### config.mk
export PLATFORM = sky130hd
export DESIGN_NAME = pc_fetch_ctrl
export DESIGN_NICKNAME = d
export VERILOG_FILES = /design/src/rtl/pc_fetch_ctrl.sv
export SDC_FILE = /design/constraint.sdc
export NUM_CORES = 1
export LEC_CHECK = 0
export CAP_MARGIN = 20
export CORE_ASPECT_RATIO = 1.4
export CORE_MARGIN = 2
export CORE_UTILIZATION = 44
export DETAILED_ROUTE_END_ITERATION = 12
export GPL_ROUTABILITY_DRIVEN = 0
export PLACE_DENSITY = 0.83
export SLEW_MARGIN = 20
export SYNTH_ARGS = -nofsm -noshare
export SYNTH_HDL_FRONTEND = slang
export SYNTH_SLANG_ARGS = --single-unit
### constraint.sdc
create_clock -name clk -period 4.43 [get_ports clk]
set_input_delay 1.1075 -clock clk [delete_from_list [all_inputs] [get_ports clk]]
set_output_delay 1.1075 -clock clk [all_outputs]
set_load 0.05 [all_outputs]
### src/rtl/pc_fetch_ctrl.sv
// PC register and single-outstanding instruction-fetch sequencer feeding decode.
// Optional misaligned-PC trapping is enabled by defining PC_ALIGN_CHECK_EN.
module pc_fetch_ctrl #(
    parameter logic [31:0] RESET_VECTOR = 32'h0000_0000,
    parameter logic [31:0] NOP_INSTR    = 32'h0000_0013
) (
    input  logic        clk,
    input  logic        reset,
    input  logic        pc_branch_sel,
    input  logic [31:0] branch_target,
    input  logic        redirect_valid,
    input  logic [31:0] redirect_pc,
    output logic        imem_req_valid,
    input  logic        imem_req_ready,
    output logic [31:0] imem_req_addr,
    input  logic        imem_rsp_valid,
    input  logic [31:0] imem_rsp_data,
    output logic        instr_valid,
    input  logic        instr_ready,
    output logic [31:0] instr,
    output logic [31:0] instr_pc,
    output logic        misalign_fault
);

    typedef enum logic [2:0] {
        S_BOOT  = 3'd0,
        S_REQ   = 3'd1,
        S_WAIT  = 3'd2,
        S_OUT   = 3'd3,
        S_FAULT = 3'd4
    } state_t;

    state_t      state_q, state_d, state_n_s;
    logic [31:0] pc_q, pc_d;
    logic        drop_q, drop_d, drop_n_s;
    logic [31:0] instr_q, instr_d, instr_n_s;
    logic [31:0] instr_pc_q, instr_pc_d, instr_pc_n_s;
    logic        req_valid_q, req_valid_d;
    logic        instr_valid_q, instr_valid_d;
    logic        pc_chg_s;
    logic        misalign_s;
    logic        go_fault_s;
    logic [31:0] redir_pc_s;
    logic [31:0] tgt_pc_s;
    logic [31:0] seq_pc_s;

    function automatic logic [31:0] word_align(input logic [31:0] addr);
        return {addr[31:2], 2'b00};
    endfunction

`ifdef PC_ALIGN_CHECK_EN
    logic fault_q, fault_d;

    assign redir_pc_s     = redirect_pc;
    assign tgt_pc_s       = branch_target;
    assign misalign_s     = (pc_d[1:0] != 2'b00);
    assign fault_d        = (state_d == S_FAULT);
    assign misalign_fault = fault_q;
`else
    // Without the checker, low address bits are simply discarded.
    assign redir_pc_s     = word_align(redirect_pc);
    assign tgt_pc_s       = word_align(branch_target);
    assign misalign_s     = 1'b0;
    assign misalign_fault = 1'b0;
`endif

    assign seq_pc_s       = pc_branch_sel ? tgt_pc_s : (pc_q + 32'd4);
    assign go_fault_s     = pc_chg_s && misalign_s;
    assign imem_req_valid = req_valid_q;
    assign imem_req_addr  = pc_q;
    assign instr_valid    = instr_valid_q;
    assign instr          = instr_q;
    assign instr_pc       = instr_pc_q;

    // Next-state and next-PC selection; redirect outranks every other source.
    always_comb begin
        state_n_s    = state_q;
        pc_d         = pc_q;
        drop_n_s     = drop_q;
        instr_n_s    = instr_q;
        instr_pc_n_s = instr_pc_q;
        pc_chg_s     = 1'b0;
        case (state_q)
            S_BOOT: begin
                state_n_s = S_REQ;
                if (redirect_valid) begin
                    pc_d     = redir_pc_s;
                    pc_chg_s = 1'b1;
                end else begin
                    pc_d = pc_q;
                end
            end
            S_REQ: begin
                if (redirect_valid) begin
                    pc_d     = redir_pc_s;
                    pc_chg_s = 1'b1;
                    // An accepted old-address fetch must have its data thrown away.
                    if (imem_req_ready) begin
                        drop_n_s  = 1'b1;
                        state_n_s = S_WAIT;
                    end else begin
                        state_n_s = S_REQ;
                    end
                end else if (imem_req_ready) begin
                    state_n_s = S_WAIT;
                end else begin
                    state_n_s = S_REQ;
                end
            end
            S_WAIT: begin
                if (redirect_valid) begin
                    pc_d     = redir_pc_s;
                    pc_chg_s = 1'b1;
                    if (imem_rsp_valid) begin
                        drop_n_s  = 1'b0;
                        state_n_s = S_REQ;
                    end else begin
                        drop_n_s  = 1'b1;
                        state_n_s = S_WAIT;
                    end
                end else if (imem_rsp_valid) begin
                    if (drop_q) begin
                        drop_n_s  = 1'b0;
                        state_n_s = S_REQ;
                    end else begin
                        instr_n_s    = imem_rsp_data;
                        instr_pc_n_s = pc_q;
                        state_n_s    = S_OUT;
                    end
                end else begin
                    state_n_s = S_WAIT;
                end
            end
            S_OUT: begin
                if (redirect_valid) begin
                    pc_d      = redir_pc_s;
                    pc_chg_s  = 1'b1;
                    instr_n_s = NOP_INSTR;
                    state_n_s = S_REQ;
                end else if (instr_ready) begin
                    pc_d      = seq_pc_s;
                    pc_chg_s  = 1'b1;
                    instr_n_s = NOP_INSTR;
                    state_n_s = S_REQ;
                end else begin
                    state_n_s = S_OUT;
                end
            end
            S_FAULT: begin
                if (redirect_valid) begin
                    pc_d      = redir_pc_s;
                    pc_chg_s  = 1'b1;
                    state_n_s = S_REQ;
                end else begin
                    state_n_s = S_FAULT;
                end
            end
            default: begin
                state_n_s = S_BOOT;
            end
        endcase

        // A misaligned new PC parks the sequencer and reports the bad address.
        if (go_fault_s) begin
            state_d    = S_FAULT;
            drop_d     = 1'b0;
            instr_d    = NOP_INSTR;
            instr_pc_d = pc_d;
        end else begin
            state_d    = state_n_s;
            drop_d     = drop_n_s;
            instr_d    = instr_n_s;
            instr_pc_d = instr_pc_n_s;
        end

        req_valid_d   = (state_d == S_REQ);
        instr_valid_d = (state_d == S_OUT);
    end

    // State, PC and registered output flops.
    always_ff @(posedge clk or posedge reset) begin
        if (reset) begin
            state_q       <= S_BOOT;
            pc_q          <= RESET_VECTOR;
            drop_q        <= 1'b0;
            req_valid_q   <= 1'b0;
            instr_valid_q <= 1'b0;
            instr_q       <= NOP_INSTR;
            instr_pc_q    <= RESET_VECTOR;
`ifdef PC_ALIGN_CHECK_EN
            fault_q       <= 1'b0;
`endif
        end else begin
            state_q       <= state_d;
            pc_q          <= pc_d;
            drop_q        <= drop_d;
            req_valid_q   <= req_valid_d;
            instr_valid_q <= instr_valid_d;
            instr_q       <= instr_d;
            instr_pc_q    <= instr_pc_d;
`ifdef PC_ALIGN_CHECK_EN
            fault_q       <= fault_d;
`endif
        end
    end

endmodule

==> reports/metrics.csv <==
stage;metric;value;unit
run_status;outcome;completed;
critical_path;start_kind;input port;
clock_tree;clockBufferDepth;2;
floorplan;ios;202;
critical_path;r2r_end;instr[12]$_DFFE_PP0P_;
global_route;grt_pass1_wl;24.8;mm
floorplan;die_height;131;um
hold_path;holdPathEnd;instr_pc[10]$_DFFE_PP0P_;
clock_tree;clkSinkCount;98;
global_route;groute.usage.overall;25.4;%
placed_design;dp_slack;883;ps
flow_run;max-cap-violations;0;
final_layout;syn_to_final_growth;46.2;%
critical_path;arrival;3420;ps
global_route;grt_pass1_vias;5099;
critical_path;crit_type;in2reg;
logic_synthesis;yosysWarningCount;0;
logic_synthesis;synth_most_common_cell;nand2_1;
floorplan;coreArea;0.0112;mm2
sta;hold_viol;0;
critical_path;cp_max_fo;23;
clock_tree;cts_root_buf;clkbuf_16;
floorplan;row_count;46;
hold_path;whs_path_depth;2;
route;dr.pass1.iters;5;
logic_synthesis;synth_area_leaders;dfrtp_1 (47%), nand2_1 (13%), a21oi_1 (5.3%);
power_and_ir_drop;p_leak;3.17;nW
logic_synthesis;syn_inst;584;
sta;post-route-period-util;72.1;%
power_and_ir_drop;totalPowerFinal;4.44;mW
sta;relSlewSlack;44.4;%
route;vias;5055;
critical_path;reg2reg_depth;5;
critical_path;r2r_slack;2080;ps
clock_tree;cts_tree;yes;
logic_synthesis;async_flop_share;100;%
final_layout;num_antenna_cells;0;
sta;min_period;3200;ps
final_layout;fillers;924;
clock_tree;ctsResizeCount;0;
clock_tree;htreeDepth;3;
logic_synthesis;ys_seq_elements;98;
sta;tns;0;ps
logic_synthesis;synth_common_cells;nand2_1 (171), dfrtp_1 (95), a21oi_1 (53), clkbuf_1 (27), o21ai_0 (27);
logic_synthesis;netlist_area;0.00503;mm2
final_layout;utilization;65.6;%
logic_synthesis;yosysTopAreaCellShare;47.2;%
placed_design;io_buffers;192;
critical_path;reg2reg_from;state_q[2]$_DFF_PP0_;
route;postRouteAntennaNets;0;
sta;skew;7.66;ps
clock_tree;clkTransAtPathRegs;60;ps
route;post_drt_wl_per_cell;17.2;um
global_route;grt-ovfl-total;0;
floorplan;die_w;94.4;um
sta;setup_slack;1230;ps
route;drc_errors;0;
sta;setup_violations;0;
sta;tightestPinTransition;834;ps
sta;fmax;0.313;GHz
logic_synthesis;synth_top_area_cell;dfrtp_1;
clock_tree;cts_setup_buffers;0;
global_route;antenna_found_initial;0;
power_and_ir_drop;p_per_area;604;mW/mm2
floorplan;dieArea;0.0123;mm2
placed_design;hpwl;11.1;mm
logic_synthesis;yosysUniqueCellTypes;55;
sta;drv_slew;0;
route;finalWirelength;15.6;mm
final_layout;drive_above_1_share;5.66;%
sta;rsz0062_at_grt;false;
route;drt_iter0_markers;219;
global_route;grt_max_degree;87;
critical_path;cp-end-kind;flop;
logic_synthesis;synthFlopType;dfrtp_1;
hold_path;hold_path.class;reg2reg;
logic_synthesis;synth_edf_count;0;
logic_synthesis;seq_area_frac_synth;48.8;%
critical_path;worstPathRequired;4660;ps
clock_tree;numCtsBuffers;9;
logic_synthesis;syn-mean-instance-area;8.62;um2
clock_tree;cts_hold_buf;0;
floorplan;start_util;44.8;%
hold_path;hold_start;instr_pc[10]$_DFFE_PP0P_;
final_layout;fin_nets;859;
route;via_per_inst;5.59;
clock_tree;clk-insertion-delay-late;350;ps
power_and_ir_drop;peakVddDrop;321;uV
layout by cell type, fill, tap and decap left out, types with 6 or more instances in the layout:
cell type          n
nand3_1           24
and3_1            19
nand4_1            7
dfrtp_1           95
o21ai_0           27
xnor2_1            6
a21oi_1           52
a221o_1            8
buf_4             11
nor2_1            23
a31oi_1            8
a21o_1             7
inv_1              6
clkdlybuf4s50_1  192
clkbuf_16          9
o211ai_1           6
xor2_1             8
nand2_1          170
per-layer routing:
layer | vias up | GRT usage [%] | share of wire [%] | wire [um]
li1 | 2361 | - | - | -
met1 | 2466 | 29.6 | 38 | 5980
met2 | 198 | 44.7 | 52 | 8080
met3 | 30 | 6.42 | 7.6 | 1180
met4 | 0 | 9.97 | 2.1 | 323
met5 | - | 0 | 0 | 0
worst max-delay path, stage by stage:
cell	delay [ps]
clkdlybuf4s50_1	660
a31oi_1	450
a2bb2oi_4	490
nor2_1	320
a221o_1	390
where the power goes:
part           switching, mW  leakage (nW)  internal [mW]
Sequential             0.332          1.27           1.15
Combinational           1.41          1.76          0.750
Clock                  0.336         0.145          0.468
layout make-up:
type	count	area, um2	area share (%)
clock inverter	4	50.0	0.680
sequential	98	2460	33.4
timing repair buffer	203	2000	27.2
inverter	7	31.3	0.425
tap	144	180	2.45
clock buffer	12	256	3.49
multi-input combinational	436	2380	32.3
registers in the layout, indices dropped and copies added, names as in the netlist:
register / count
instr_valid: 1
imem_req_valid: 1
imem_req_addr: 30
state_q: 3
instr_pc: 30
instr: 32
drop_q: 1
cells by family after synthesis:
family	share of synthesized area, %
XOR/XNOR	2.44
AO/OA/AOI/OAI	18.0
adder cells (fa/ha/maj)	0.249
AND/OR/NAND/NOR	25.1
flip-flops	48.8
buffers and inverters	4.87
other	0.0745
multiplexers	0.398
metrics by stage:
stage	hold slack (ps)	cells	instance area (um2)
3_3_place_gp	460	888	7050
5_1_grt	494	904	7360
4_1_cts	479	904	7350
2_1_floorplan	480	588	5050
3_5_place_dp	463	888	7050
6_report	475	904	7360
how the worst max path moves through the flow:
stage	slack, ps	cells past startpoint	startpoint	end
after floorplan	770	1	reset	drop_q$_DFFE_PP0P_
after global placement	960	5	redirect_valid	imem_req_addr[7]$_DFFE_PP0P_
after detailed placement	880	5	redirect_valid	imem_req_addr[7]$_DFFE_PP0P_
after CTS	1230	5	redirect_valid	imem_req_addr[7]$_DFFE_PP0P_
after global routing	1040	5	redirect_valid	imem_req_addr[7]$_DFFE_PP0P_
final	1230	5	redirect_valid	imem_req_addr[7]$_DFFE_PP0P_
Note: power is estimated with default switching activity, not from simulation.
